File: config.mk
export PLATFORM = sky130hd
export DESIGN_NAME = iir_par_inv
export DESIGN_NICKNAME = d
export VERILOG_FILES = /design/src/rtl/iir_par_inv.sv
export SDC_FILE = /design/constraint.sdc
export NUM_CORES = 1
export LEC_CHECK = 0
export BUFFER_PORTS_ARGS = -buffer_cell sky130_fd_sc_hd__buf_2
export CAP_MARGIN = 10
export CORE_ASPECT_RATIO = 1.5
export CORE_UTILIZATION = 35
export DETAILED_ROUTE_END_ITERATION = 16
export PLACE_DENSITY = 0.63
export SETUP_SLACK_MARGIN = 0.02
export SLEW_MARGIN = 20
export SYNTH_ARGS = -nofsm -noshare
export SYNTH_HDL_FRONTEND = slang
export SYNTH_SLANG_ARGS = --single-unit
File: constraint.sdc
create_clock -name clk -period 7.9 [get_ports clk]
set_clock_uncertainty 0.2 [all_clocks]
set_input_delay 0.395 -clock clk [delete_from_list [all_inputs] [get_ports clk]]
set_output_delay 0.395 -clock clk [all_outputs]
set_load 0.1 [all_outputs]
File: src/rtl/iir_par_inv.sv
// rtl/iir_par_inv.sv - inverse of the two-phase IIR y[n] = x[n] + 0.75*y[n-2]
module iir_par_inv #(
    parameter int W = 14
) (
    input  logic                clk,
    input  logic                reset,
    input  logic signed [W:0]   y_in,
    input  logic                in_valid,
    output logic signed [W:0]   x_out,
    output logic                out_valid,
    output logic                out_phase
);

    // Demux state: which phase the next accepted sample belongs to.
    typedef enum logic {
        EVEN = 1'b0,
        ODD  = 1'b1
    } state_t;

    // Saturation bounds expressed in the widened (W+3 bit) arithmetic domain.
    localparam logic signed [W+2:0] SAT_MAX = {3'b000, {W{1'b1}}};
    localparam logic signed [W+2:0] SAT_MIN = {3'b111, {W{1'b0}}};

    state_t state;
    state_t state_next;

    // Pending even sample and the previous pair's history, one per phase.
    logic signed [W:0] ye;
    logic signed [W:0] ye_d;
    logic signed [W:0] yo_d;

    // Results of the most recently completed pair, waiting to be emitted.
    logic signed [W:0] even_buf;
    logic signed [W:0] odd_buf;
    logic              even_pend;
    logic              odd_pend;

    logic              ye_load;
    logic              pair_done;
    logic signed [W:0] even_res;
    logic signed [W:0] odd_res;

    // x = y - (yd >>> 1) - (yd >>> 2) in W+3 bits, then clamp to the sample range.
    function automatic logic signed [W:0] inv_sat(
        input logic signed [W:0] y,
        input logic signed [W:0] yd
    );
        logic signed [W+2:0] y_w;
        logic signed [W+2:0] yd_w;
        logic signed [W+2:0] sum;
        y_w  = {{2{y[W]}}, y};
        yd_w = {{2{yd[W]}}, yd};
        sum  = y_w - (yd_w >>> 1) - (yd_w >>> 2);
        if (sum > SAT_MAX) begin
            inv_sat = SAT_MAX[W:0];
        end else if (sum < SAT_MIN) begin
            inv_sat = SAT_MIN[W:0];
        end else begin
            inv_sat = sum[W:0];
        end
    endfunction

    // Next-state and per-edge control: toggle phase only on accepted samples.
    always_comb begin
        state_next = state;
        ye_load    = 1'b0;
        pair_done  = 1'b0;
        if (in_valid) begin
            case (state)
                EVEN: begin
                    ye_load    = 1'b1;
                    state_next = ODD;
                end
                ODD: begin
                    pair_done  = 1'b1;
                    state_next = EVEN;
                end
                default: state_next = EVEN;
            endcase
        end
    end

    // Phase results: the even result only sees even history, the odd only odd.
    always_comb begin
        even_res = inv_sat(ye, ye_d);
        odd_res  = inv_sat(y_in, yo_d);
    end

    // State register, sample capture and pair history.
    always_ff @(posedge clk) begin
        if (reset) begin
            state    <= EVEN;
            ye       <= '0;
            ye_d     <= '0;
            yo_d     <= '0;
            even_buf <= '0;
            odd_buf  <= '0;
        end else begin
            state <= state_next;
            if (ye_load) begin
                ye <= y_in;
            end
            if (pair_done) begin
                even_buf <= even_res;
                odd_buf  <= odd_res;
                ye_d     <= ye;
                yo_d     <= y_in;
            end
        end
    end

    // Output sequencing: even result on the edge after a pair, odd one edge later.
    always_ff @(posedge clk) begin
        if (reset) begin
            even_pend <= 1'b0;
            odd_pend  <= 1'b0;
            x_out     <= '0;
            out_valid <= 1'b0;
            out_phase <= 1'b0;
        end else begin
            even_pend <= pair_done;
            odd_pend  <= even_pend;
            out_valid <= 1'b0;
            if (even_pend) begin
                x_out     <= even_buf;
                out_phase <= 1'b0;
                out_valid <= 1'b1;
            end else if (odd_pend) begin
                x_out     <= odd_buf;
                out_phase <= 1'b1;
                out_valid <= 1'b1;
            end
        end
    end

endmodule

* After elaboration in Yosys (flattened, before gate mapping)
Cells that the tools add are included.
** Storage, ports and cells
- Logic and storage cells :: 35
- Bits of input ports :: 18
- Flip-flop bits (word level) :: 95
- Output and inout bits :: 17
** Cells by class
- Reductions and logical operators :: 2
- Mux-type cells :: 13
- Magnitude comparators :: 4
- Bitwise gates (word level) :: 1
- Add/sub/neg operators :: 4
** Operators with widths (count)
- $mux 15 :: 6
- $gt 17x15->1 const B :: 2
- $lt 17x15->1 const B :: 2
- $sub 16x13->17 :: 2
- $sub 15x14->16 :: 2
- $mux 1 :: 6
- $pmux 1 s2 :: 1
- $reduce_bool 2->1 :: 1
- $reduce_or 2->1 :: 1
- $not 1->1 :: 1

* Depth between registers and ports, before layout
- Depth in word-level cells :: 5
- Depth in mapped cells :: 13
- Gate-level depth less buffers :: 11

* Worst setup path before layout
No wires, ideal clock.
- Kind :: in2reg
- Start point :: input port y_in[2]
- End point :: register odd_buf[10]
- Arrival :: 2.888 ns
- Library setup time :: 0.119 ns
- Buffers on the path :: 2
- Path slack :: 4.693 ns
- Stages on the path :: 11
- Data required time :: 7.581 ns
- Cell sequence :: fa_1 ha_1 nor2b_1 o2111a_1 nor3_1 nor3_1 or2_0 clkbuf_1 o31a_1 buf_2 o221a_2
** Between the ends
- Word-level cells in the longest chain between the ends :: 5
- Elaborated cells on any way between the ends :: 6
- Classes of those cells :: add/sub: 2; order compare: 2; mux: 2
** Ends and longest elaborated chain
- from (decl) :: line 7 : input logic signed [W:0] y_in,
- $sub 15x14->16 (*) :: line 53 : sum = y_w - (yd_w >>> 1) - (yd_w >>> 2);
- $sub 16x13->17 (*) :: line 53
- $lt 17x15->1 :: line 56 : end else if (sum < SAT_MIN) begin
- $mux 15 :: line 56
- $mux 15 (*) :: line 54 : if (sum > SAT_MAX) begin
- to (signal assigned) :: line 105 : odd_buf <= odd_res;
- to (decl) :: line 34 : logic signed [W:0] odd_buf;
Every way passes the cells marked *; elsewhere a longest branch is shown, timed or not.
A chain may end at the register's enable or synchronous reset.

* Worst setup path in the final report
- Start point :: register yo_d[12]
- End point :: register odd_buf[11]
** Between the ends
- Word-level cells in the longest chain between the ends :: 5
- Elaborated cells on any way between the ends :: 6
- Classes of those cells :: add/sub: 2; order compare: 2; mux: 2
** Ends and longest elaborated chain
- from (decl) :: line 30 : logic signed [W:0] yo_d;
- from (signal assigned) :: line 107 : yo_d <= y_in;
- $sub 15x14->16 :: line 53
- $sub 16x13->17 (*) :: line 53
- $lt 17x15->1 :: line 56
- $mux 15 :: line 56
- $mux 15 (*) :: line 54
Marks and branches as above.

==> summary.md <==
| Metric | Value |
|---|---|
| Multi-input logic area | 3397 um^2 |
| FILL cells | 1593 |
| Largest net degree at the start of global routing | 69 |
| Layout cells sized above 1 | 12.15% |
| Crit share post-route | 45.17% |
| Ant diodes | 0 |
| Syn Area/Cell | 8.418 um^2 |
| Worst slew pin tran | 1004 ps |
| Seq/Total Area, Yosys | 33.41% |
| Unique masters post-synth | 65 |
| Critical path class | reg2reg |
| DRT antenna net count | 0 |
| Critical Path Max Stage Delay | 440 ps |
| R2r startpoint | yo_d[12] |
| Total CTS buffers | 9 |
| Syn nets | 740 |
| Area after DPL | 5874 um^2 |
| Outcome | finished, final reports clean |
| Final WL | 13020 um |
| CP Data Required Time | 7990 ps |
| Sum Neg Setup Slack | 0 ps |
| Post-CTS Setup Bufs | 0 |
| Initial drt markers | 305 |
| Crit path cell chain | inv_1, fa_1, ha_1, a21oi_1, o21ai_0, a2111oi_0, o21ai_0, a31oi_1, o31a_1, o221a_2 |
| Die width | 105.0 um |
| FF/Latch Area | 1862 um^2 |
| Final Non-Filler Cells | 886 |
| Number of global-route vias before repair | 4270 |
| Via density | 5.042 |
| Synth area leader | dfxtp_1 |
| Power per cell area | 213.0 nW/um^2 |
| Top post-synthesis cells by area | dfxtp_1 33%, fa_1 9.3%, nand2_1 7.9% |
| DIE AREA | 16440 um^2 |
| Grt total ovfl | 0 |
| Core Rows | 56 |
| Clk Latency, worst-skew pair | 350 ps |
| Final critical path time including I/O delays and setup | 3568 ps |
| Clock root cell | clkbuf_16 |
| Mapped cell area | 5573 um^2 |
| Post-synth top flop | dfxtp_1 |
| Fin worst setup slack | 4332 ps |
| Crit path capture type | flop |
| Most frequent cell after synthesis | nand2_1 |
| Headroom to the max-slew limit | 32.95% |
| Vias | 4467 |
| Pre-CTS WS | 4218 ps |
| Max_cap viols | 0 |
| Most common cell type on the critical path | o21ai_0 |
| # setup viols final | 0 |
| DRC violation count after routing | 0 |
| Final HPWL DP | 9795 um |
| CTS tree | done |
| Final Max Slew Viols | 0 |
| Sink Count | 93 |
| CP max FO | 12 |
| Port Buffers | 34 |
| Die Ht | 156.5 um |
| Final instance area | 6211 um^2 |
| Slowest CP cell | a2111oi_0 |
| Element type at the critical path start | flop |
| Post-synth EDFFs | 0 |
| Hold Path Class | in2reg |
| Layout area overhead | 11.45% |
| GPL Wtd Cong | 0.7943 |
| Async SR Flop Fraction | 0% |
| Final Hold Viols | 0 |
| Warnings, synthesis | 0 |
| H-tree Lvls | 3 |
| Final nets | 756 |
| LEAKAGE | 0.002394 uW |
| Worst Setup SP | yo_d[12] |
| Final core utilization | 39.75% |
| Fmax | 280.3 MHz |
| Cts hold-fix bufs | 0 |
| Initial antenna violation count | 0 |
| Placed instance count | 870 |
| HP Start | y_in[14] |
| WP data arrival | 3660 ps |
| Synth top area share | 33.41% |
| Bufs on Longest Clock Path | 2 |
| Clk slew on worst S/H paths | 70 ps |
| Routed length per instance | 14.70 um |
| RSZ-0062 raised after global routing | false |
| Worst vdd ir | 0.08836 mV |
| Syn Inst Count | 662 |
| First-pass GRT wire length | 21490 um |
| First-pass detailed-route iteration total | 4 |
| GRT Util Overall | 16.61% |
| CTS resizes | 0 |
| I/O pin count | 35 |
| Post-synth top cells | 118 x nand2_1, 93 x dfxtp_1, 82 x a21oi_1, 57 x nor2_1, 44 x inv_1 |
| Core area | 15630 um^2 |
| Synthesized flop and latch total | 93 |
| Starting Density | 35.67% |
-- metrics by stage --
stage / hold WS [ps] / total power [uW]
global route: 124.1 / 1390
global placement: 236.3 / 846.5
floorplan: 225.4 / 776.3
finish: 119.7 / 1323
CTS: 120.5 / 1331
detailed placement: 240.9 / 848.9
-- metal layers --
layer	GRT usage (%)	wire [um]	vias to the layer above
li1	-	-	2293
met1	18.87	5441	2108
met2	31.60	7087	55
met3	1.374	215	11
met4	6.975	279	0
met5	0	0	-
-- state kept, by name, indices dropped and copies added, names as in the netlist --
name	flops
even_buf	15
odd_buf	15
x_out	15
ye	15
ye_d	14
yo_d	14
even_pend	1
odd_pend	1
out_phase	1
out_valid	1
state	1
-- power breakdown --
part / internal [uW] / switching, uW / total [uW]
registers: 490 / 19.0 / 509
clock network: 289 / 195 / 484
logic: 132 / 198 / 330
-- kinds of logic after synthesis --
family                     synth area share, %
buffers and inverters                    5.725
DFF                                      33.41
muxes                                    3.053
adders and majority gates                16.97
xor gates and xnor gates                 3.772
AOI/OAI and AO/OA                        19.24
and+or+nand+nor                          17.83
-- cells in the final DEF, fill, tap and decap left out, types with 6 or more instances in the layout --
master / count
nor2b_1: 6
mux2i_1: 16
a31oi_1: 7
a21oi_1: 82
nor3_1: 8
buf_2: 34
inv_1: 44
xnor2_1: 13
o21ai_1: 9
dfxtp_1: 93
fa_1: 26
o21bai_1: 7
nand2_1: 118
xor2_1: 11
clkbuf_16: 9
ha_1: 34
nor2_1: 57
o21ai_0: 12
o221a_2: 12
-- critical path, delay by kind of cell, from the launching register on --
| family | cells | cell delay, ps |
|---|---|---|
| AO/OA/AOI/OAI | 7 | 2020 |
| adder cells (fa/ha/maj) | 2 | 860 |
| buffers and inverters | 1 | 120 |
| flip-flops | 1 | 310 |
-- cell type report --
| type | count | share of cell area [%] |
|---|---|---|
| multi-input combinational | 492 | 54.69 |
| sequential | 93 | 29.98 |
| tap | 203 | 4.089 |
| clock buffer | 10 | 3.848 |
| timing repair buffer | 38 | 3.223 |
| inverter | 44 | 2.659 |
| clock inverter | 6 | 1.511 |
-- worst paths after layout --
path                               endpoint  cells past startpoint  slack (ps)
worst min-delay path                 ye[14]                      3         120
worst max-delay path            odd_buf[11]                     10        4330
worst max register to register  odd_buf[11]                     10        4330
worst min register to register  even_buf[7]                      2         250
No activity file was read; power rests on OpenSTA's default activity.
